`src/rtl/key_scanner.sv`:
```
// Debounced key front-end: per-key 2-FF synchroniser, millisecond debounce filter,
// auto-repeat FSM and a priority-encoded single-entry key_code slot (valid/ack).
module key_scanner #(
  parameter int N_KEYS          = 3,
  parameter int CODE_W          = 2,
  parameter int DEBOUNCE_MS     = 10,
  parameter int REPEAT_DELAY_MS = 400,
  parameter int REPEAT_RATE_MS  = 100
) (
  input  logic              clk,
  input  logic              rst,
  input  logic              one_ms_tick,
  input  logic [N_KEYS-1:0] btn,
  input  logic              repeat_en,
  input  logic              key_ack,
  output logic              key_valid,
  output logic [CODE_W-1:0] key_code,
  output logic [N_KEYS-1:0] key_held,
  output logic              overrun
);
  localparam int MAX_A  = (DEBOUNCE_MS > REPEAT_DELAY_MS) ? DEBOUNCE_MS : REPEAT_DELAY_MS;
  localparam int MAX_MS = (MAX_A > REPEAT_RATE_MS) ? MAX_A : REPEAT_RATE_MS;
  localparam int CNT_W  = $clog2(MAX_MS + 1);
  localparam logic [CNT_W-1:0] CNT_MAX  = '1;
  localparam logic [CNT_W-1:0] DB_LIM   = CNT_W'(DEBOUNCE_MS);
  localparam logic [CNT_W-1:0] DLY_LIM  = CNT_W'(REPEAT_DELAY_MS);
  localparam logic [CNT_W-1:0] RATE_LIM = CNT_W'(REPEAT_RATE_MS);

  typedef enum logic [1:0] {
    ST_RELEASED = 2'd0,
    ST_DELAY    = 2'd1,
    ST_REPEAT   = 2'd2
  } key_state_e;

  function automatic logic [CNT_W-1:0] sat_inc(input logic [CNT_W-1:0] v);
    return (v == CNT_MAX) ? v : v + CNT_W'(1);
  endfunction

  logic [N_KEYS-1:0] sync1_q, sync2_q, stable_q, stable_d;
  logic [CNT_W-1:0]  db_cnt_q [N_KEYS];
  logic [CNT_W-1:0]  db_cnt_d [N_KEYS];
  logic [CNT_W-1:0]  rep_cnt_q [N_KEYS];
  logic [CNT_W-1:0]  rep_cnt_d [N_KEYS];
  logic [CNT_W-1:0]  rep_inc_s [N_KEYS];
  key_state_e        state_q [N_KEYS];
  key_state_e        state_d [N_KEYS];
  logic [N_KEYS-1:0] ev_s;
  logic [CODE_W-1:0] win_code_s;
  logic              any_ev_s, multi_ev_s;
  logic              key_valid_q, key_valid_d, overrun_q, overrun_d;
  logic [CODE_W-1:0] key_code_q, key_code_d;

  // Debounce filter: a differing synced level must persist for DEBOUNCE_MS ticks
  always_comb begin
    stable_d = stable_q;
    for (int k = 0; k < N_KEYS; k++) begin
      db_cnt_d[k] = db_cnt_q[k];
      if (!one_ms_tick) begin
        db_cnt_d[k] = db_cnt_q[k];
      end else if (sync2_q[k] == stable_q[k]) begin
        db_cnt_d[k] = '0;
      end else if (sat_inc(db_cnt_q[k]) >= DB_LIM) begin
        stable_d[k] = sync2_q[k];
        db_cnt_d[k] = '0;
      end else begin
        db_cnt_d[k] = sat_inc(db_cnt_q[k]);
      end
    end
  end

  // Synchroniser, debounce state and per-key FSM state registers
  always_ff @(posedge clk or negedge rst) begin
    if (!rst) begin
      sync1_q  <= '0;
      sync2_q  <= '0;
      stable_q <= '0;
      for (int k = 0; k < N_KEYS; k++) begin
        db_cnt_q[k]  <= '0;
        rep_cnt_q[k] <= '0;
        state_q[k]   <= ST_RELEASED;
      end
    end else begin
      sync1_q  <= btn;
      sync2_q  <= sync1_q;
      stable_q <= stable_d;
      for (int k = 0; k < N_KEYS; k++) begin
        db_cnt_q[k]  <= db_cnt_d[k];
        rep_cnt_q[k] <= rep_cnt_d[k];
        state_q[k]   <= state_d[k];
      end
    end
  end

  // Per-key next state; a repeat_en drop parks the key in DELAY with a saturated counter
  always_comb begin
    for (int k = 0; k < N_KEYS; k++) begin
      rep_inc_s[k] = sat_inc(rep_cnt_q[k]);
      state_d[k]   = state_q[k];
      rep_cnt_d[k] = rep_cnt_q[k];
      case (state_q[k])
        ST_RELEASED: begin
          if (stable_q[k]) begin
            state_d[k]   = ST_DELAY;
            rep_cnt_d[k] = '0;
          end else begin
            rep_cnt_d[k] = '0;
          end
        end
        ST_DELAY: begin
          if (!stable_q[k]) begin
            state_d[k]   = ST_RELEASED;
            rep_cnt_d[k] = '0;
          end else if (!one_ms_tick) begin
            rep_cnt_d[k] = rep_cnt_q[k];
          end else if (repeat_en && (rep_inc_s[k] == DLY_LIM)) begin
            state_d[k]   = ST_REPEAT;
            rep_cnt_d[k] = '0;
          end else begin
            rep_cnt_d[k] = rep_inc_s[k];
          end
        end
        ST_REPEAT: begin
          if (!stable_q[k]) begin
            state_d[k]   = ST_RELEASED;
            rep_cnt_d[k] = '0;
          end else if (!repeat_en) begin
            state_d[k]   = ST_DELAY;
            rep_cnt_d[k] = CNT_MAX;
          end else if (!one_ms_tick) begin
            rep_cnt_d[k] = rep_cnt_q[k];
          end else begin
            rep_cnt_d[k] = (rep_inc_s[k] == RATE_LIM) ? '0 : rep_inc_s[k];
          end
        end
        default: begin
          state_d[k]   = ST_RELEASED;
          rep_cnt_d[k] = '0;
        end
      endcase
    end
  end

  // Per-key event outputs of the FSM
  always_comb begin
    ev_s = '0;
    for (int k = 0; k < N_KEYS; k++) begin
      case (state_q[k])
        ST_RELEASED: ev_s[k] = stable_q[k];
        ST_DELAY:    ev_s[k] = stable_q[k] && one_ms_tick && repeat_en && (rep_inc_s[k] == DLY_LIM);
        ST_REPEAT:   ev_s[k] = stable_q[k] && one_ms_tick && repeat_en && (rep_inc_s[k] == RATE_LIM);
        default:     ev_s[k] = 1'b0;
      endcase
    end
  end

  // Lowest index wins; any extra simultaneous event or a busy slot is an overrun
  always_comb begin
    win_code_s = '0;
    for (int k = N_KEYS - 1; k >= 0; k--) begin
      win_code_s = ev_s[k] ? CODE_W'(k + 1) : win_code_s;
    end
    any_ev_s    = |ev_s;
    multi_ev_s  = |(ev_s & (ev_s - N_KEYS'(1)));
    key_valid_d = key_valid_q;
    key_code_d  = key_code_q;
    overrun_d   = multi_ev_s || (any_ev_s && key_valid_q && !key_ack);
    if (any_ev_s && (!key_valid_q || key_ack)) begin
      key_valid_d = 1'b1;
      key_code_d  = win_code_s;
    end else if (key_ack && !any_ev_s) begin
      key_valid_d = 1'b0;
      key_code_d  = '0;
    end else begin
      key_valid_d = key_valid_q;
      key_code_d  = key_code_q;
    end
  end

  // Output slot registers
  always_ff @(posedge clk or negedge rst) begin
    if (!rst) begin
      key_valid_q <= 1'b0;
      key_code_q  <= '0;
      overrun_q   <= 1'b0;
    end else begin
      key_valid_q <= key_valid_d;
      key_code_q  <= key_code_d;
      overrun_q   <= overrun_d;
    end
  end

  assign key_valid = key_valid_q;
  assign key_code  = key_code_q;
  assign key_held  = stable_q;
  assign overrun   = overrun_q;
endmodule
```
`config.mk`:
```
export PLATFORM = sky130hd
export DESIGN_NAME = key_scanner
export DESIGN_NICKNAME = d
export VERILOG_FILES = /design/src/rtl/key_scanner.sv
export SDC_FILE = /design/constraint.sdc
export NUM_CORES = 1
export LEC_CHECK = 0
export CAP_MARGIN = 20
export CORE_MARGIN = 4
export CORE_UTILIZATION = 55
export CTS_CLUSTER_SIZE = 30
export DETAILED_ROUTE_END_ITERATION = 8
export MAX_ROUTING_LAYER = met4
export PLACE_DENSITY = 0.75
export SLEW_MARGIN = 5
export SYNTH_ARGS = -nofsm -noshare
export SYNTH_HDL_FRONTEND = slang
export SYNTH_SLANG_ARGS = --single-unit
```
`constraint.sdc`:
```
create_clock -name clk -period 2.45 [get_ports clk]
set_clock_uncertainty 0.05 [all_clocks]
set_input_delay 0.49 -clock clk [delete_from_list [all_inputs] [get_ports clk]]
set_output_delay 0.49 -clock clk [all_outputs]
set_load 0.02 [all_outputs]
```
==> results_dict.tcl <==
set metrics [dict create \
    nets 663 \
    crit_type "reg -> reg" \
    status "complete, but fails checks" \
    synth_top_cell_by_area "dfrtp_1" \
    min_period_ns 2.55 \
    grt_usage_pct 24.3 \
    yosysWarnings 0 \
    setup_viol 3 \
    synth.avg_cell_area_um2 8.46 \
    placementRows 33 \
    hold_slack_ns 0.0573 \
    switchingPower_uw 1520 \
    cts_buffers 9 \
    use_met3_pct 3.24 \
    fin_tns_setup_ns -0.183 \
    grt_overflow_total 0 \
    seqPwrFrac_pct 37.3 \
    synth.most_common_cell "dfrtp_1" \
    grt-busiest-layer "met2" \
    grt_pass1_vias 4229 \
    synth_edf_count 0 \
    ys_ff_latch 73 \
    rsz0062_at_grt "yes" \
    htreeDepth 3 \
    timing.rr.start "rep_cnt_q[19]" \
    async_flop_share_pct 100 \
    n_fill_cell 663 \
    start_kind "flop" \
    min_period_over_period_pct 104 \
    syn_area_um2 4830 \
    grt_max_degree 40 \
    drc 0 \
    groute.layer.met2.usage_pct 38.6 \
    routed_wirelength_mm 11.8 \
    sw_frac_of_total_pct 36.5 \
    drive_above_1_share_pct 21.1 \
    die_area_um2 10300 \
    fmax_ghz 0.392 \
    p_comb_share_pct 38.1 \
    hold_buffers 0 \
    place_congestion 0.906 \
    synth_cell_types 71 \
    required_ns 2.67 \
    yosysSeqAreaShare_pct 37.8 \
    maxCapViolCount 0 \
    placeableCoreArea_um2 8380 \
    cp-startpoint "rep_cnt_q[19]" \
    viasPerCell 6.01 \
    cts_buffer_depth 2 \
    power_leakage_uw 0.00259 \
    syn_inst 571 \
    worstPathMaxFanout 4 \
    gr-usage-met1_pct 32.1 \
    port_buffers 14 \
    cts-root-buf "clkbuf_8" \
    synthTopCellsByArea "dfrtp_1 38%, a21oi_1 4.8%, nand2_1 4.7%" \
    setup_slack_ns -0.104 \
    slew_headroom_pct 66.0 \
    power_uw 4170 \
    powerDensity_nw_per_um2 709 \
    synthFlopType "dfrtp_1" \
    numClockSinks 73 \
    vias 4487 \
    worst_pin_slew_ns 0.510 \
    critPathCaptureType "flop" \
    ys_top_cells_by_count "73 x dfrtp_1, 61 x nand2_1, 46 x a21oi_1, 41 x nor2_1, 40 x nand3_1" \
    power_frac_clock_pct 24.6 \
    clk_latency_ns 0.35 \
    hp-class "in -> async" \
    peakVddDrop_v 0.000427 \
    report.final.slew_viol_count 0 \
    die_y_um 102 \
    drtAntennaViolNets 0 \
    drtPass1Iterations 7 \
    p_int_uw 2650 \
    violations "setup timing" \
    drt_iter0_drc 258 \
    ios 15 \
    n_antenna_cell 0 \
    die_w_um 102 \
    cts_tree "done" \
    yosysTopAreaCellShare_pct 37.8 \
    area_growth_pct 21.6 \
    antenna_found_initial 0 \
    hpwl_mm 8.31 \
    grt_pass1_wl_mm 19.8 \
    wl_per_cell_um 15.8 \
    cp.arrival_ns 2.77 \
    hold_viol 0 \
    clk_pin_slew_worst_paths_ns 0.08 \
    synth_nets 597 \
    post-place-ws_ns -0.101 \
    initial_core_util_pct 57.7 \
]
## cell families after synthesis
family                   synth area share [%]
AO/OA/AOI/OAI                            21.6
XOR/XNOR                                 2.36
adder cells (fa/ha/maj)                  4.89
buffers and inverters                    4.32
flip-flops                               37.8
multiplexers                             3.21
AND/OR/NAND/NOR                          25.8
## worst paths after layout
kind | to | cells after the start | slack (ns)
setup reg to reg | overrun | 9 | -0.10
min in group clk | sync2_q[0] | 0 | 0.30
hold reg to reg | sync2_q[0] | 0 | 0.30
max in group asynchronous | rep_cnt_q[12] | 2 | 1.71
setup / recovery | overrun | 9 | -0.10
hold / removal | rep_cnt_q[24] | 1 | 0.06
## power groups by stage
stage	clock network (uW)	registers (uW)	logic, uW
floorplan	0	1550	962
global placement	0	1550	1430
detailed placement	0	1570	1470
CTS	1050	1550	1490
global route	1110	1580	1770
finish	1030	1550	1590
## critical path, cell delays in order, from the launching register on
cell and delay, ns:
dfrtp_1 0.42, ha_4 0.19, and3_4 0.17, a32oi_2 0.18, o211ai_1 0.15, or4_1 0.49
o21a_1 0.21, o21a_4 0.22, maj3_2 0.29, a22oi_2 0.12
## placed cells by master (no fill, tap or decap), types with 4 or more instances in the layout
cell,count
a21o_1,9
a21oi_1,43
a221o_1,4
a31oi_1,5
and2_1,6
and3_1,11
buf_4,65
clkbuf_8,9
clkdlybuf4s50_1,13
dfrtp_1,66
dfrtp_2,7
ha_1,15
inv_1,24
mux2_2,4
mux2i_1,11
nand2_1,59
nand2b_1,8
nand3_1,39
nand3b_1,5
nand4_1,11
nor2_1,37
nor2b_1,23
nor3_1,10
nor3b_1,6
o211ai_1,5
o21ai_0,30
o21ai_1,7
o2bb2ai_1,5
xnor2_1,5
xor2_1,8
## layer usage
metal / vias to the layer above / wire [um]
met5: - / 0
met3: 25 / 430
met1: 2141 / 5430
met2: 117 / 5720
li1: 2204 / -
met4: 0 / 212
## final cells by class
cell class / instances / area, um2 / share of cell area (%)
Clock buffer: 10 / 128 / 2.17
Clock inverter: 5 / 81.3 / 1.38
Inverter: 24 / 90.1 / 1.53
Multi-Input combinational cell: 449 / 2960 / 50.4
Sequential cell: 73 / 1840 / 31.2
Tap cell: 105 / 131 / 2.23
Timing Repair Buffer: 80 / 649 / 11.0
## metrics by stage
step	util (%)	cell area [um2]	std cells
2_1_floorplan	-	4850	571
3_3_place_gp	65.5	5490	728
3_5_place_dp	65.5	5490	728
4_1_cts	68.2	5710	743
5_1_grt	70.1	5880	746
6_report	70.1	5880	746
## flip-flops by register name (all words and copies together) (netlist names)
name and count:
sync1_q 3, state_q 6, key_held 3, sync2_q 3, rep_cnt_q 27, overrun 1, key_code 2, db_cnt_q 27
key_valid 1
## what timing repair did
item	in CTS	in global routing
setup endpoints to repair	8	36
pin swaps	3	12
gates resized for setup	8	39
buffers inserted	0	3
(Power assumes the default switching activity.)
